[config.mk]
export PLATFORM = sky130hd
export DESIGN_NAME = cs161_multicycle_ctrl
export DESIGN_NICKNAME = d
export VERILOG_FILES = /design/src/rtl/cs161_multicycle_ctrl.sv
export SDC_FILE = /design/constraint.sdc
export NUM_CORES = 1
export LEC_CHECK = 0
export CAP_MARGIN = 25
export CORE_MARGIN = 1.5
export CORE_UTILIZATION = 36
export DETAILED_ROUTE_END_ITERATION = 10
export HOLD_SLACK_MARGIN = 0.03
export PLACE_DENSITY = 0.73
export SLEW_MARGIN = 20
export SYNTH_ARGS = -nofsm -noshare
export SYNTH_HDL_FRONTEND = slang
export SYNTH_SLANG_ARGS = --single-unit
[constraint.sdc]
create_clock -name clk -period 2.9 [get_ports clk]
set_input_delay 0.87 -clock clk [delete_from_list [all_inputs] [get_ports clk]]
set_output_delay 0.87 -clock clk [all_outputs]
set_load 0.05 [all_outputs]
[src/rtl/cs161_multicycle_ctrl.sv]
// cs161_multicycle_ctrl
// Main control FSM for the multicycle cs161 datapath. It sequences
// fetch / decode / execute / memory / writeback over one shared instruction+data
// memory and drives the datapath mux selects and write enables. Memory accesses
// complete on mem_ready. A wait watchdog aborts any access that stalls too long.
//
// Optional feature: define CS161_MC_JUMP_EN to decode opcode 000010 (j) into the
// JUMP state. Without it, j is reported as an illegal opcode.
//
// state  | meaning
// -------+-----------------------------------------------------------
// RST    | 0  held in reset / first cycle after release, all outputs 0
// FETCH  | 1  read instruction at PC, PC+4 computed, IR/PC load on ready
// DECODE | 2  opcode decode, branch target precomputed in ALUOut
// MEMADR | 3  lw/sw effective address A + sign-ext imm
// MEMRD  | 4  data read at ALUOut, waits for mem_ready
// MEMWB  | 5  MDR written to rt
// MEMWR  | 6  data write at ALUOut, waits for mem_ready
// EXEC   | 7  R-type ALU operation, funct-decoded
// ALUWB  | 8  ALUOut written to rd
// BRANCH | 9  beq compare, PC <- ALUOut when zero
// JUMP   | 10 PC <- jump target (only with CS161_MC_JUMP_EN)
// 11-15  |    unused, recover to FETCH with outputs 0
`timescale 1ns/1ps

module cs161_multicycle_ctrl #(
  parameter int TO_W        = 4,
  parameter int MEM_TIMEOUT = 15
) (
  input  logic       clk,
  input  logic       rst,
  input  logic [5:0] instr_opcode,
  input  logic       mem_ready,
  input  logic       zero,
  output logic       pc_write,
  output logic       pc_write_cond,
  output logic       i_or_d,
  output logic       mem_read,
  output logic       mem_write,
  output logic       ir_write,
  output logic       mem_to_reg,
  output logic       reg_dst,
  output logic       reg_write,
  output logic       alu_src_a,
  output logic [1:0] alu_src_b,
  output logic [1:0] alu_op,
  output logic [1:0] pc_source,
  output logic [3:0] state,
  output logic       illegal_op,
  output logic       mem_timeout
);

  typedef enum logic [3:0] {
    S_RST    = 4'd0,
    S_FETCH  = 4'd1,
    S_DECODE = 4'd2,
    S_MEMADR = 4'd3,
    S_MEMRD  = 4'd4,
    S_MEMWB  = 4'd5,
    S_MEMWR  = 4'd6,
    S_EXEC   = 4'd7,
    S_ALUWB  = 4'd8,
    S_BRANCH = 4'd9
`ifdef CS161_MC_JUMP_EN
    ,
    S_JUMP   = 4'd10
`endif
  } state_t;

  localparam logic [5:0] OP_RTYPE = 6'b000000;
  localparam logic [5:0] OP_J     = 6'b000010;
  localparam logic [5:0] OP_BEQ   = 6'b000100;
  localparam logic [5:0] OP_LW    = 6'b100011;
  localparam logic [5:0] OP_SW    = 6'b101011;

  localparam logic [TO_W-1:0] WAIT_LIMIT = TO_W'(MEM_TIMEOUT);

  // Moore part of the control word. in_fetch marks FETCH so the ready-gated
  // IR/PC strobes can be formed without re-decoding the state.
  typedef struct packed {
    logic       in_fetch;
    logic       pc_write;
    logic       pc_write_cond;
    logic       i_or_d;
    logic       mem_read;
    logic       mem_write;
    logic       mem_to_reg;
    logic       reg_dst;
    logic       reg_write;
    logic       alu_src_a;
    logic [1:0] alu_src_b;
    logic [1:0] alu_op;
    logic [1:0] pc_source;
  } ctrl_t;

  function automatic ctrl_t decode_ctrl(input state_t s);
    ctrl_t c;
    c = '0;
    case (s)
      S_FETCH: begin
        c.in_fetch  = 1'b1;
        c.mem_read  = 1'b1;
        c.alu_src_b = 2'b01;
      end
      S_DECODE: begin
        c.alu_src_b = 2'b11;
      end
      S_MEMADR: begin
        c.alu_src_a = 1'b1;
        c.alu_src_b = 2'b10;
      end
      S_MEMRD: begin
        c.mem_read = 1'b1;
        c.i_or_d   = 1'b1;
      end
      S_MEMWB: begin
        c.reg_write  = 1'b1;
        c.mem_to_reg = 1'b1;
      end
      S_MEMWR: begin
        c.mem_write = 1'b1;
        c.i_or_d    = 1'b1;
      end
      S_EXEC: begin
        c.alu_src_a = 1'b1;
        c.alu_op    = 2'b10;
      end
      S_ALUWB: begin
        c.reg_write = 1'b1;
        c.reg_dst   = 1'b1;
      end
      S_BRANCH: begin
        c.alu_src_a     = 1'b1;
        c.alu_op        = 2'b01;
        c.pc_write_cond = 1'b1;
        c.pc_source     = 2'b01;
      end
`ifdef CS161_MC_JUMP_EN
      S_JUMP: begin
        c.pc_write  = 1'b1;
        c.pc_source = 2'b10;
      end
`endif
      default: ;
    endcase
    return c;
  endfunction

  state_t          state_q;
  state_t          state_nxt;
  ctrl_t           ctrl_q;
  logic [TO_W-1:0] wait_cnt;
  logic            in_wait;
  logic            nxt_is_wait;
  logic            abort;
  logic            illegal;

  // The beq outcome is applied by the datapath through pc_write_cond.
  logic unused_zero;
  assign unused_zero = zero;

  assign in_wait     = (state_q inside {S_FETCH, S_MEMRD, S_MEMWR});
  assign nxt_is_wait = (state_nxt inside {S_FETCH, S_MEMRD, S_MEMWR});
  // A ready on the limit cycle still completes normally.
  assign abort       = in_wait && (wait_cnt == WAIT_LIMIT) && !mem_ready;

  // Next-state selection; an aborted access always falls back to FETCH.
  always_comb begin
    state_nxt = S_FETCH;
    illegal   = 1'b0;
    case (state_q)
      S_RST:    state_nxt = S_FETCH;
      S_FETCH:  state_nxt = mem_ready ? S_DECODE : S_FETCH;
      S_DECODE: begin
        case (instr_opcode)
          OP_LW, OP_SW: state_nxt = S_MEMADR;
          OP_RTYPE:     state_nxt = S_EXEC;
          OP_BEQ:       state_nxt = S_BRANCH;
`ifdef CS161_MC_JUMP_EN
          OP_J:         state_nxt = S_JUMP;
`endif
          default: begin
            state_nxt = S_FETCH;
            illegal   = 1'b1;
          end
        endcase
      end
      S_MEMADR: state_nxt = (instr_opcode == OP_SW) ? S_MEMWR : S_MEMRD;
      S_MEMRD: begin
        if (mem_ready)  state_nxt = S_MEMWB;
        else if (abort) state_nxt = S_FETCH;
        else            state_nxt = S_MEMRD;
      end
      S_MEMWB:  state_nxt = S_FETCH;
      S_MEMWR: begin
        if (mem_ready || abort) state_nxt = S_FETCH;
        else                    state_nxt = S_MEMWR;
      end
      S_EXEC:   state_nxt = S_ALUWB;
      S_ALUWB:  state_nxt = S_FETCH;
      S_BRANCH: state_nxt = S_FETCH;
      default:  state_nxt = S_FETCH;
    endcase
  end

  // State, registered control word and memory-wait watchdog counter.
  always_ff @(posedge clk or negedge rst) begin
    if (!rst) begin
      state_q  <= S_RST;
      ctrl_q   <= '0;
      wait_cnt <= '0;
    end else begin
      state_q <= state_nxt;
      ctrl_q  <= decode_ctrl(state_nxt);
      // An abort that stays in FETCH is a fresh retry, so it restarts the count.
      if (nxt_is_wait && ((state_nxt != state_q) || abort))
        wait_cnt <= '0;
      else if (in_wait && !mem_ready)
        wait_cnt <= wait_cnt + TO_W'(1);
    end
  end

  assign pc_write      = ctrl_q.pc_write | (ctrl_q.in_fetch & mem_ready);
  assign ir_write      = ctrl_q.in_fetch & mem_ready;
  assign pc_write_cond = ctrl_q.pc_write_cond;
  assign i_or_d        = ctrl_q.i_or_d;
  assign mem_read      = ctrl_q.mem_read;
  assign mem_write     = ctrl_q.mem_write;
  assign mem_to_reg    = ctrl_q.mem_to_reg;
  assign reg_dst       = ctrl_q.reg_dst;
  assign reg_write     = ctrl_q.reg_write;
  assign alu_src_a     = ctrl_q.alu_src_a;
  assign alu_src_b     = ctrl_q.alu_src_b;
  assign alu_op        = ctrl_q.alu_op;
  assign pc_source     = ctrl_q.pc_source;
  assign state         = state_q;
  assign illegal_op    = (state_q == S_DECODE) && illegal;
  assign mem_timeout   = abort;

endmodule
==> impl_results.md <==
* Ys async rst share at 100%
* Max_slew headroom at 66.0%
* WHS at 603 ps
* DIE WIDTH at 57.7 um
* Dpl cell area at 0.00153 mm2
* Endpoint type of the worst setup path: primary output
* Met3 Use GR at 3.57%
* I/O Pins at 32
* Post-Syn Instances at 104
* Total Wirelength at 2.35 mm
* Synthesis-stage register bit count at 20
* Core Box Area at 0.00281 mm2
* Layout Cell Area excl Fill at 0.00157 mm2
* PD cells at 850 mW/mm2
* Clock latency on the worst-skew pair at 290 ps
* Class of the most critical setup path: primary input to primary output
* Top FF cell, synth: dfrtp_1
* Top cell type by total area after synthesis: dfrtp_1
* Top cells by area, synth: dfrtp_1 46%, buf_4 4.9%, nor3_1 3.7%
* Starting Density at 38.4%
* GRT overflow at 0
* Crit path time final at 2880 ps
* Setup bufs post-CTS at 0
* GRT Util Overall at 15.6%
* Post-Syn Area per Cell at 10.4 um2
* Max IR drop VDD at 0.450 mV
* Slew Limit Fails at 0
* Busiest grt layer: met2
* Number of distinct library cells after synthesis at 42
* Setup WS pre-CTS at -303 ps
* Final Hold Vio Count at 0
* Root Driver: clkbuf_4
* EDFF count, synth at 0
* Layout cells sized above 1 at 27.4%
* Routed Antenna Nets at 0
* Number of remaining DRC errors at 4
* Via-to-Cell Ratio at 5.07
* Area delta synth->final at 45.1%
* Via count at 898
* Multi-input logic area at 507 um2
* Fmax at 347 MHz
* Arr. time, crit path at 2010 ps
* Pwr Total at 1.33 mW
* CTS tree: yes
* Die height at 57.7 um
* 1st-pass router iterations at 10
* Worst setup margin at 16.6 ps
* H-tree lvl count at 1
* Max_cap viols at 0
* Final setup viols at 0
* Cell row count at 19
* Initial DRC Count at 15
* Least-Margin Pin Slew at 508 ps
* Routability cong. at 0.910
* Layout Nets at 159
* Worst-path fanout max at 2
* First-pass GRT wire length at 4.03 mm
* Hold Path Class: flip-flop to flip-flop
* Most frequent cells in the layout: 21 x buf_4, 20 x dfrtp_1, 20 x clkdlybuf4s50_1
* Routed wire per std cell at 13.2 um
* Finished Layout Cells at 177
* Vias in the first global route at 915
* Largest net degree at the start of global routing at 21
* Post-synth top area share at 46.4%
* CTS Buf Count at 3
* Worst Skew at 1.36 ps
* Antenna Cells at 0
* Outcome: finished, violations left
* CP Launch Type: primary input
* Crit path required time at 2030 ps
* Filler cells at 253
* Synth Cell Area at 0.00108 mm2
* HPWL after DPL at 1.92 mm
* Final Util at 55.8%
* PortBufs at 29
* Clk buf depth at 2
* Initial antenna violation count at 0
* Yosys warnings at 0
* Period utilisation layout at 99.4%
* Sequential-to-total area share from yosys stat at 46.4%
* Commonest non-fill, non-tap cell in the layout: buf_4
* TNS Setup at 0 ps
* Clock slew at reported path FFs at 100 ps
* Met2 usage at 26.9%
* CTS Sinks at 20
* Die footprint at 0.00333 mm2
* Cts hold-fix bufs at 0
* Syn nets at 115
* Cell count after placement at 174
* Failing checks: DRC
* Register area at 500 um2
* RSZ-0062 raised after global routing: no
* Pleak at 0.726 nW
* Routing usage on met1 at 19.0%
## report_power, final
| part | switching [mW] | internal, mW |
|---|---|---|
| sequential | 0.0734 | 0.351 |
| clock | 0.0772 | 0.0484 |
| combinational | 0.459 | 0.322 |
## kinds of logic after synthesis
family,share of synthesized area (%)
xor+xnor,2.44
mux,0.928
fa+ha+maj,1.16
flops,46.4
simple gates,24.0
compound gates,15.8
other cells,0.348
buf+inv,8.93
## cells in the mapped netlist (2+ instances only)
cell / count
nand2_1: 3
clkbuf_1: 2
inv_1: 3
nor2b_1: 6
a21o_1: 3
a21oi_1: 2
nor3_1: 8
nor4_1: 2
nor2_1: 7
o21ai_0: 3
nand3_1: 2
nand2b_1: 2
xor2_1: 2
or4b_4: 2
a31oi_1: 5
buf_4: 7
dfrtp_1: 20
## per-layer routing
metal | vias up | part of all wire (%)
li1 | 451 | -
met1 | 426 | 41
met2 | 17 | 54
met3 | 4 | 4.3
met4 | 0 | 1.5
met5 | - | 0
## layout make-up
type / instances / share of cell area (%)
Multi-Input combinational cell: 69 / 32.4
Timing Repair Buffer: 50 / 30.5
Clock buffer: 3 / 1.44
Inverter: 4 / 1.28
Sequential cell: 20 / 32.0
Tap cell: 31 / 2.48
## path summary, 6_finish.rpt
| kind | start | to | slack (ps) | cells past startpoint |
|---|---|---|---|---|
| min | wait_cnt[0] | wait_cnt[0] | 600 | 2 |
| min reg2reg | wait_cnt[0] | wait_cnt[0] | 600 | 2 |
| max | instr_opcode[5] | illegal_op | 20 | 5 |
| min in group asynchronous | rst | alu_op[1] | 900 | 2 |
| max reg2reg | state[3] | wait_cnt[0] | 570 | 7 |
| max in group asynchronous | rst | state[0] | 1790 | 2 |
## what timing repair did
action / 4_1_cts / 5_1_grt
setup endpoints to repair: 1 / 2
resized for setup: 8 / 2
pin swaps: 2 / 2
## worst max-delay path, cell delays in order
cell	delay [ps]
dlygate4sd2_1	240
or4_4	550
nor2_4	140
nor3_4	60
buf_6	150
No activity file was read; power rests on OpenSTA's default activity.
